===== src/rtl/mario_pkg.sv =====
// -----------------------------------------------------------------------------
// mario_pkg
// Shared definitions for the Mario hit-detection slice:
//   - hit FSM state encoding
//   - bit positions inside the 4-bit edge code (Left-Top-Right-Bottom)
//   - pixel offset and brick index widths
// -----------------------------------------------------------------------------
package mario_pkg;

    // Widths of the per-pixel inputs
    localparam int OFFSET_W    = 11;
    localparam int BRICK_IDX_W = 6;

    // Edge code bit positions, bit3..bit0 = Left, Top, Right, Bottom
    localparam int EDGE_LEFT   = 3;
    localparam int EDGE_TOP    = 2;
    localparam int EDGE_RIGHT  = 1;
    localparam int EDGE_BOTTOM = 0;

    typedef enum logic [1:0] {
        ARMED    = 2'd0,
        HIT      = 2'd1,
        COOLDOWN = 2'd2,
        FROZEN   = 2'd3
    } hit_state_t;

endpackage


===== src/rtl/mario_edge_classifier.sv =====
// -----------------------------------------------------------------------------
// mario_edge_classifier
// Purely combinational: classifies a pixel offset inside the Mario sprite into
// the edge bands it falls in. Corner pixels set two bits, interior pixels
// give 4'b0000.
//
// Parameters:
//   OBJECT_WIDTH, OBJECT_HEIGHT - sprite size in pixels
//   EDGE_MARGIN                 - depth of each edge band in pixels
// Ports:
//   offsetX  in  [10:0] pixel X relative to sprite top-left
//   offsetY  in  [10:0] pixel Y relative to sprite top-left
//   edgeCode out [3:0]  Left-Top-Right-Bottom (bit3..bit0)
// -----------------------------------------------------------------------------
module mario_edge_classifier
    import mario_pkg::*;
#(
    parameter int OBJECT_WIDTH  = 64,
    parameter int OBJECT_HEIGHT = 64,
    parameter int EDGE_MARGIN   = 8
) (
    input  logic [OFFSET_W-1:0] offsetX,
    input  logic [OFFSET_W-1:0] offsetY,
    output logic [3:0]          edgeCode
);

    localparam logic [OFFSET_W-1:0] NEAR_LIM   = OFFSET_W'(EDGE_MARGIN);
    localparam logic [OFFSET_W-1:0] RIGHT_LIM  = OFFSET_W'(OBJECT_WIDTH - EDGE_MARGIN);
    localparam logic [OFFSET_W-1:0] BOTTOM_LIM = OFFSET_W'(OBJECT_HEIGHT - EDGE_MARGIN);

    always_comb begin
        edgeCode              = 4'b0000;
        edgeCode[EDGE_LEFT]   = (offsetX <  NEAR_LIM);
        edgeCode[EDGE_TOP]    = (offsetY <  NEAR_LIM);
        edgeCode[EDGE_RIGHT]  = (offsetX >= RIGHT_LIM);
        edgeCode[EDGE_BOTTOM] = (offsetY >= BOTTOM_LIM);
    end

endmodule


===== src/rtl/mario_hit_detector.sv =====
// -----------------------------------------------------------------------------
// mario_hit_detector
// Watches the pixel stream for Mario overlapping a brick, border or the floor
// and issues registered one-cycle pulses (1 clk after the qualifying pixel).
// At most one event is reported per frame; a floor touch costs a life.
//
// Build option: define MARIO_HIT_COOLDOWN_EN to give Mario COOLDOWN_FRAMES
// frames of immunity after a life loss. Without it, a floor touch behaves like
// any other hit and detection re-arms on the next startOfFrame.
//
// Parameters:
//   OBJECT_WIDTH, OBJECT_HEIGHT - sprite size in pixels
//   EDGE_MARGIN                 - edge-band depth in pixels
//   COOLDOWN_FRAMES             - immunity frames after a life loss
// Ports:
//   clk, reset (async, active high)
//   startOfFrame                - 1-cycle pulse at each frame start
//   marioDrawReq, brickDrawReq, borderDrawReq, floorDrawReq - pixel owners
//   offsetX, offsetY [10:0]     - pixel offset from Mario top-left
//   brickIndex [5:0]            - brick drawn at this pixel
//   win                         - freezes detection until reset
//   collision, lifeLost, brickHit - 1-cycle pulses
//   HitEdgeCode [3:0], brickHitIndex [5:0] - held between pulses
// -----------------------------------------------------------------------------
module mario_hit_detector
    import mario_pkg::*;
#(
    parameter int OBJECT_WIDTH    = 64,
    parameter int OBJECT_HEIGHT   = 64,
    parameter int EDGE_MARGIN     = 8,
    parameter int COOLDOWN_FRAMES = 60
) (
    input  logic                   clk,
    input  logic                   reset,
    input  logic                   startOfFrame,
    input  logic                   marioDrawReq,
    input  logic                   brickDrawReq,
    input  logic                   borderDrawReq,
    input  logic                   floorDrawReq,
    input  logic [OFFSET_W-1:0]    offsetX,
    input  logic [OFFSET_W-1:0]    offsetY,
    input  logic [BRICK_IDX_W-1:0] brickIndex,
    input  logic                   win,
    output logic                   collision,
    output logic [3:0]             HitEdgeCode,
    output logic                   lifeLost,
    output logic                   brickHit,
    output logic [BRICK_IDX_W-1:0] brickHitIndex
);

    // Elaboration-time sanity check of the configuration
    if (COOLDOWN_FRAMES < 1 || EDGE_MARGIN > OBJECT_WIDTH || EDGE_MARGIN > OBJECT_HEIGHT)
    begin : g_bad_cfg
        $error("mario_hit_detector: invalid parameter combination");
    end

    hit_state_t state_q, state_d;

    logic                   collision_q, collision_d;
    logic                   life_lost_q, life_lost_d;
    logic                   brick_hit_q, brick_hit_d;
    logic [3:0]             edge_code_q, edge_code_d;
    logic [BRICK_IDX_W-1:0] brick_idx_q, brick_idx_d;

    logic [3:0] pixel_edge;
    logic       floor_overlap;
    logic       solid_overlap;

`ifdef MARIO_HIT_COOLDOWN_EN
    localparam int CNT_W = (COOLDOWN_FRAMES > 1) ? $clog2(COOLDOWN_FRAMES) : 1;
    logic [CNT_W-1:0] frame_cnt_q, frame_cnt_d;
`endif

    mario_edge_classifier #(
        .OBJECT_WIDTH  (OBJECT_WIDTH),
        .OBJECT_HEIGHT (OBJECT_HEIGHT),
        .EDGE_MARGIN   (EDGE_MARGIN)
    ) u_edge_classifier (
        .offsetX  (offsetX),
        .offsetY  (offsetY),
        .edgeCode (pixel_edge)
    );

    // Floor wins over a coincident brick/border on the same pixel
    assign floor_overlap = marioDrawReq & floorDrawReq;
    assign solid_overlap = marioDrawReq & (brickDrawReq | borderDrawReq) & ~floorDrawReq;

    always_comb begin
        state_d     = state_q;
        collision_d = 1'b0;
        life_lost_d = 1'b0;
        brick_hit_d = 1'b0;
        edge_code_d = edge_code_q;
        brick_idx_d = brick_idx_q;
`ifdef MARIO_HIT_COOLDOWN_EN
        frame_cnt_d = frame_cnt_q;
`endif

        if (win) begin
            state_d = FROZEN;
        end else begin
            unique case (state_q)
                ARMED: begin
                    if (floor_overlap) begin
                        life_lost_d = 1'b1;
`ifdef MARIO_HIT_COOLDOWN_EN
                        state_d     = COOLDOWN;
                        frame_cnt_d = '0;
`else
                        state_d     = HIT;
`endif
                    end else if (solid_overlap) begin
                        collision_d = 1'b1;
                        edge_code_d = pixel_edge;
                        state_d     = HIT;
                        if (brickDrawReq) begin
                            brick_hit_d = 1'b1;
                            brick_idx_d = brickIndex;
                        end
                    end
                end

                // Any overlap on the re-arming pixel itself is dropped
                HIT: begin
                    if (startOfFrame) begin
                        state_d = ARMED;
                    end
                end

                COOLDOWN: begin
`ifdef MARIO_HIT_COOLDOWN_EN
                    if (startOfFrame) begin
                        if (frame_cnt_q == CNT_W'(COOLDOWN_FRAMES - 1)) begin
                            state_d     = ARMED;
                            frame_cnt_d = '0;
                        end else begin
                            frame_cnt_d = frame_cnt_q + CNT_W'(1);
                        end
                    end
`else
                    // Unreachable without the cooldown option; recover safely
                    state_d = ARMED;
`endif
                end

                FROZEN: begin
                    state_d = FROZEN;
                end

                default: begin
                    state_d = ARMED;
                end
            endcase
        end
    end

    always_ff @(posedge clk or posedge reset) begin
        if (reset) begin
            state_q     <= ARMED;
            collision_q <= 1'b0;
            life_lost_q <= 1'b0;
            brick_hit_q <= 1'b0;
            edge_code_q <= 4'b0000;
            brick_idx_q <= '0;
        end else begin
            state_q     <= state_d;
            collision_q <= collision_d;
            life_lost_q <= life_lost_d;
            brick_hit_q <= brick_hit_d;
            edge_code_q <= edge_code_d;
            brick_idx_q <= brick_idx_d;
        end
    end

`ifdef MARIO_HIT_COOLDOWN_EN
    always_ff @(posedge clk or posedge reset) begin
        if (reset) begin
            frame_cnt_q <= '0;
        end else begin
            frame_cnt_q <= frame_cnt_d;
        end
    end
`endif

    assign collision     = collision_q;
    assign lifeLost      = life_lost_q;
    assign brickHit      = brick_hit_q;
    assign HitEdgeCode   = edge_code_q;
    assign brickHitIndex = brick_idx_q;

endmodule


===== config.mk =====
export PLATFORM = sky130hd
export DESIGN_NAME = mario_hit_detector
export DESIGN_NICKNAME = d
export VERILOG_FILES = /design/src/rtl/mario_pkg.sv /design/src/rtl/mario_edge_classifier.sv /design/src/rtl/mario_hit_detector.sv
export SDC_FILE = /design/constraint.sdc
export NUM_CORES = 1
export LEC_CHECK = 0
export ABC_AREA = 1
export CORE_MARGIN = 8
export CORE_UTILIZATION = 33
export CTS_BUF_LIST = sky130_fd_sc_hd__clkbuf_8 sky130_fd_sc_hd__clkbuf_16
export CTS_CLUSTER_DIAMETER = 120
export CTS_CLUSTER_SIZE = 8
export DETAILED_ROUTE_END_ITERATION = 6
export PLACE_DENSITY = 0.75
export SYNTH_ARGS = -nofsm -noshare
export SYNTH_HDL_FRONTEND = slang
export SYNTH_HIERARCHICAL = 1
export SYNTH_SLANG_ARGS = --single-unit
export TNS_END_PERCENT = 30

===== constraint.sdc =====
create_clock -name clk -period 1.1 [get_ports clk]
set_input_delay 0.22 -clock clk [delete_from_list [all_inputs] [get_ports clk]]
set_output_delay 0.22 -clock clk [all_outputs]
set_load 0.005 [all_outputs]

* Word-level counts from Yosys, hierarchy flattened
Index checks and enable logic that the tools add are counted.
** Word-level totals
- Bits in registers :: 15
- Output and inout bits :: 13
** Cells by class
- Order comparisons :: 4
- Equal/unequal tests :: 5
- Multiplexer cells :: 17
- Bitwise operators :: 7
- Reduce and logical (&&, ||, !) cells :: 4
** Operator list (count)
- $ge A11 B6 Y1 const B :: 2
- $lt A11 B4 Y1 const B :: 2
- $mux W1 :: 12
- $mux W2 :: 4
- $pmux W2 S4 :: 1
- $reduce_and A5 Y1 :: 1
- $eq A2 B2 Y1 const B :: 2
- $ne A4 B4 Y1 const B :: 1
- $reduce_and A4 Y1 :: 1
- $and A1 B1 Y1 :: 3
- $ne A3 B3 Y1 const B :: 1
- $not A1 Y1 :: 3
- $eq A2 B1 Y1 const B :: 1
- $logic_not A2 Y1 :: 1
- $reduce_and A2 Y1 :: 1
- $or A1 B1 Y1 :: 1

* Logic depth before layout (Yosys ltp)
- Word-level depth :: 7
- Gate-level depth with buffers :: 8
- Gate-level depth less buffers :: 8

* Modules after synthesis
The synthesis kept the hierarchy.
** Modules (own cells, without submodules)
- mario_hit_detector :: instances 1, cells each 79, area an instance 734.5 um2
- mario_edge_classifier :: instances 1, cells each 22, area an instance 95.1 um2

* Least setup slack after synthesis
Ideal clock, no wire load.
- Path kind :: register -> register
- From :: reg state_q[0]
- To :: reg edge_code_q[0] (netlist: HitEdgeCode[0])
- Library setup time :: 0.123 ns
- Data arrival time :: 1.074 ns
- Slack :: -0.098 ns
- Stages on the path, launching flop included :: 7
- Buffers on the path :: 1
- Cell sequence :: dfrtp_1 inv_1 ha_1 nand2_4 buf_6 o21ai_0 nand2_1
** Between the ends
- Word-level cells in the longest chain between the ends :: 2
** RTL lines
- start, declared :: RTL line mario_hit_detector.sv:57 : hit_state_t state_q, state_d;
- start signal, assigned :: RTL line mario_hit_detector.sv:166 : state_q <= state_d;
- $logic_not A2 Y1 :: RTL line mario_hit_detector.sv:102 : unique case (state_q)
- $reduce_and A4 Y1 (no source line)
- end signal, assigned :: RTL line mario_hit_detector.sv:170 : edge_code_q <= edge_code_d;
- end, declared :: RTL line mario_hit_detector.sv:62 : logic [3:0] edge_code_q, edge_code_d;
Every way passes these cells.
A chain may end at the register's enable or synchronous reset.

* Worst setup path in the final report
- From :: reg state_q[0]
- To :: reg brick_idx_q[0] (netlist: brickHitIndex[0])
** Between the ends
- Word-level cells in the longest chain between the ends :: 2
** RTL lines
- $logic_not A2 Y1 :: RTL line mario_hit_detector.sv:102
- $reduce_and A5 Y1 (no source line)
- end signal, assigned :: RTL line mario_hit_detector.sv:171 : brick_idx_q <= brick_idx_d;
- end, declared :: RTL line mario_hit_detector.sv:63 : logic [BRICK_IDX_W-1:0] brick_idx_q, brick_idx_d;
Every way passes these cells.

==> flow_summary.ini <==
[synthesis]
synth.largest_area_cell = dfrtp_1
ys_seq_elements = 15
yosysWarnings = 6
synth_xor_xnor_area_share_pct = 0
synth_top_cell_area_share_pct = 45.2
syn_nets = 140
ys_seq_area_share_pct = 45.2
synth_top_family_by_area = simple AND/OR/NAND/NOR gates
ys_types = 17
avgSynthCellArea_um2 = 8.21
syn-cell-area_um2 = 830
synthTopCellsByArea = dfrtp_1, nand2_1, nor2_1
synth_edf_count = 0
synthCells = 101
synthAdderAreaFrac_pct = 4.52
synth_most_common_cell = nand2_1
ys.flop_type = dfrtp_1
synth_compound_area_share_pct = 6.03
ys_top_cells_by_count = nand2_1, dfrtp_1, nor2_1, inv_1, o21ai_0
synthMuxAreaShare_pct = 0
synth-simple-area-share_pct = 38.3
async_reset_ff_share_pct = 100

[placed_design]
place_worst_setup_slack_ns = -0.324
port_buffers = 42
dp_hpwl_mm = 2.03
dpl_cell_area_um2 = 1360
dp.cells = 179
gp_congestion = 0.835

[clock_tree]
hold_buffers = 0
root_buffer = clkbuf_8
clock-sinks = 15
clockBufferDepth = 2
cts_inserted_buffers = 3
htree_levels = 1
clk_pin_slew_ns = 0.07
insertion_delay_ns = 0.24
cts_tree = done

[min_path]
hold_class = in2async

[cells_and_area]
diodes = 0
nFillCells = 231
stdcell_count = 185
fin_util_pct = 59.6
drive_gt1_share_pct = 26.5
nets = 195
fin_area_um2 = 1450
regArea_um2 = 375
syn2layout_area_growth_pct = 74.8
multi_input_area_um2 = 455

[floorplan]
die_area_um2 = 4370
io_pins = 49
core_um2 = 2430
rows = 18
die_y_um = 66.1
start_util_pct = 34.1
die_w_um = 66.1

[route]
postRouteWirelength_mm = 2.51
vias_per_cell = 4.55
drc = 0
wl_per_cell_um = 13.6
drtAntennaViolNets = 0
dr_total_vias = 842
drt_first_pass_iters = 4
drt_iter0_drc = 26

[power]
vdd_ir_drop_max_v = 0.000651
power_density_nw_per_um2 = 1370
leakage_uw = 0.000760
p_total_uw = 1980

[critical_path]
crit_fanout = 8
endpoint_kind = flop
cpPeakStageDelay_ns = 0.42
slowest_stage = dfrtp_1
cp_cell_sequence = inv_1 -> ha_2 -> nand2_4 -> buf_12 -> nor2_8 -> nand2_1 -> nand2_1
worstPathArrival_ns = 1.42
critPathKind = reg2reg
worst_ep_required_time_ns = 1.29
crit_top_cell = nand2_1
critPathLaunchType = flop

[job]
cap_violations = 0

[grt]
grt_pass1_wl_mm = 3.90
track_usage_pct = 11.3
grt-ovfl-total = 0
grt_max_degree = 16
antenna_found_initial = 0
grt_pass1_vias = 886

[timing]
slew_violations = 0
worst_pin_slew_ns = 0.199
rsz0062_at_grt = yes
skew_ns = 0.00271
hold_violations = 0
max_freq_mhz = 810
setup_violations = 13
min_period_ns = 1.23
post-route-period-util_pct = 112
slew_headroom_pct = 86.7
finalWorstSetupSlack_ns = -0.135

[outcome]
violations = negative setup slack
status = finished with violations
==> cell usage in the layout (no fill, tap or decap) <==
cell	n
inv_2	2
o21ai_4	1
o21ai_2	5
nor2_2	3
clkbuf_8	3
nand2_4	4
clkdlybuf4s15_1	10
o21ai_1	4
dfrtp_1	15
ha_2	1
nand2_1	28
clkdlybuf4s50_1	29
or2_2	1
clkbuf_2	3
buf_12	2
ha_1	2
nand2_2	5
clkinv_2	1
nand4_1	2
nand3_1	4
nor2_8	2
nor2_4	1
buf_4	7
nor2_1	12
inv_1	8
==> flip-flops by register name (all words and copies together) (netlist names) <==
name and count:
collision 1, brickHitIndex 6, HitEdgeCode 4, brickHit 1, lifeLost 1, state_q 2
==> kinds of logic after synthesis <==
group | after synthesis
DFF | 15
and+or+nand+nor | 62
buffers and inverters | 11
AOI/OAI and AO/OA | 10
adders and majority gates | 3
==> layer usage <==
| metal | routed length (µm) | GRT usage (%) | vias up |
|---|---|---|---|
| met3 | 131 | 2.54 | 4 |
| met2 | 1410 | 21.7 | 24 |
| met4 | 49 | 4.80 | 0 |
| li1 | - | - | 422 |
| met5 | 0 | 0 | - |
| met1 | 920 | 11.2 | 392 |
==> report_power, final <==
part	internal (µW)	switching (µW)
combinational	436	323
clock	250	201
sequential	678	92.4
==> critical path: cells and delay by family, from the launching register on <==
family	cells	cell delay (ns)
flip-flops	1	0.42
AND/OR/NAND/NOR	4	0.34
buffers and inverters	2	0.22
adder cells (fa/ha/maj)	1	0.18
==> path summary, 6_finish.rpt <==
check                                        startpoint                           end  slack, ns  cells past startpoint
max                              state_q[0]$_DFFE_PP0P_  brickHitIndex[0]$_DFFE_PP0P_      -0.13                      7
min                                               reset            lifeLost$_DFF_PP0_       0.29                      3
max reg2reg                      state_q[0]$_DFFE_PP0P_  brickHitIndex[0]$_DFFE_PP0P_      -0.13                      7
min reg2reg                brickHitIndex[1]$_DFFE_PP0P_  brickHitIndex[1]$_DFFE_PP0P_       0.49                      2
max in group asynchronous                         reset    HitEdgeCode[3]$_DFFE_PP0P_       0.64                      3
min in group clk           brickHitIndex[1]$_DFFE_PP0P_  brickHitIndex[1]$_DFFE_PP0P_       0.49                      2
==> final cells by class <==
type	instances	area share, %
repair buffers	51	34.3
multi-input cells	75	31.4
flip-flops and latches	15	25.9
clock buffers	3	2.85
inverters	10	2.59
well taps	30	2.59
clock inverters	1	0.345
==> metrics by stage <==
stage / hold WS (ns) / TNS [ns]
final: 0.288 / -1.30
after global routing: 0.325 / -2.30
after CTS: 0.302 / -1.23
after detailed placement: 0.464 / -3.82
after global placement: 0.461 / -3.05
after floorplan: 0.121 / -0.549
==> what timing repair did <==
item	4_1_cts	5_1_grt
buffers inserted	1	1
pin swaps	6	5
gates cloned	0	0
endpoints found under the setup margin	26	21
resized for setup	27	16
No activity file was read; power rests on OpenSTA's default activity.
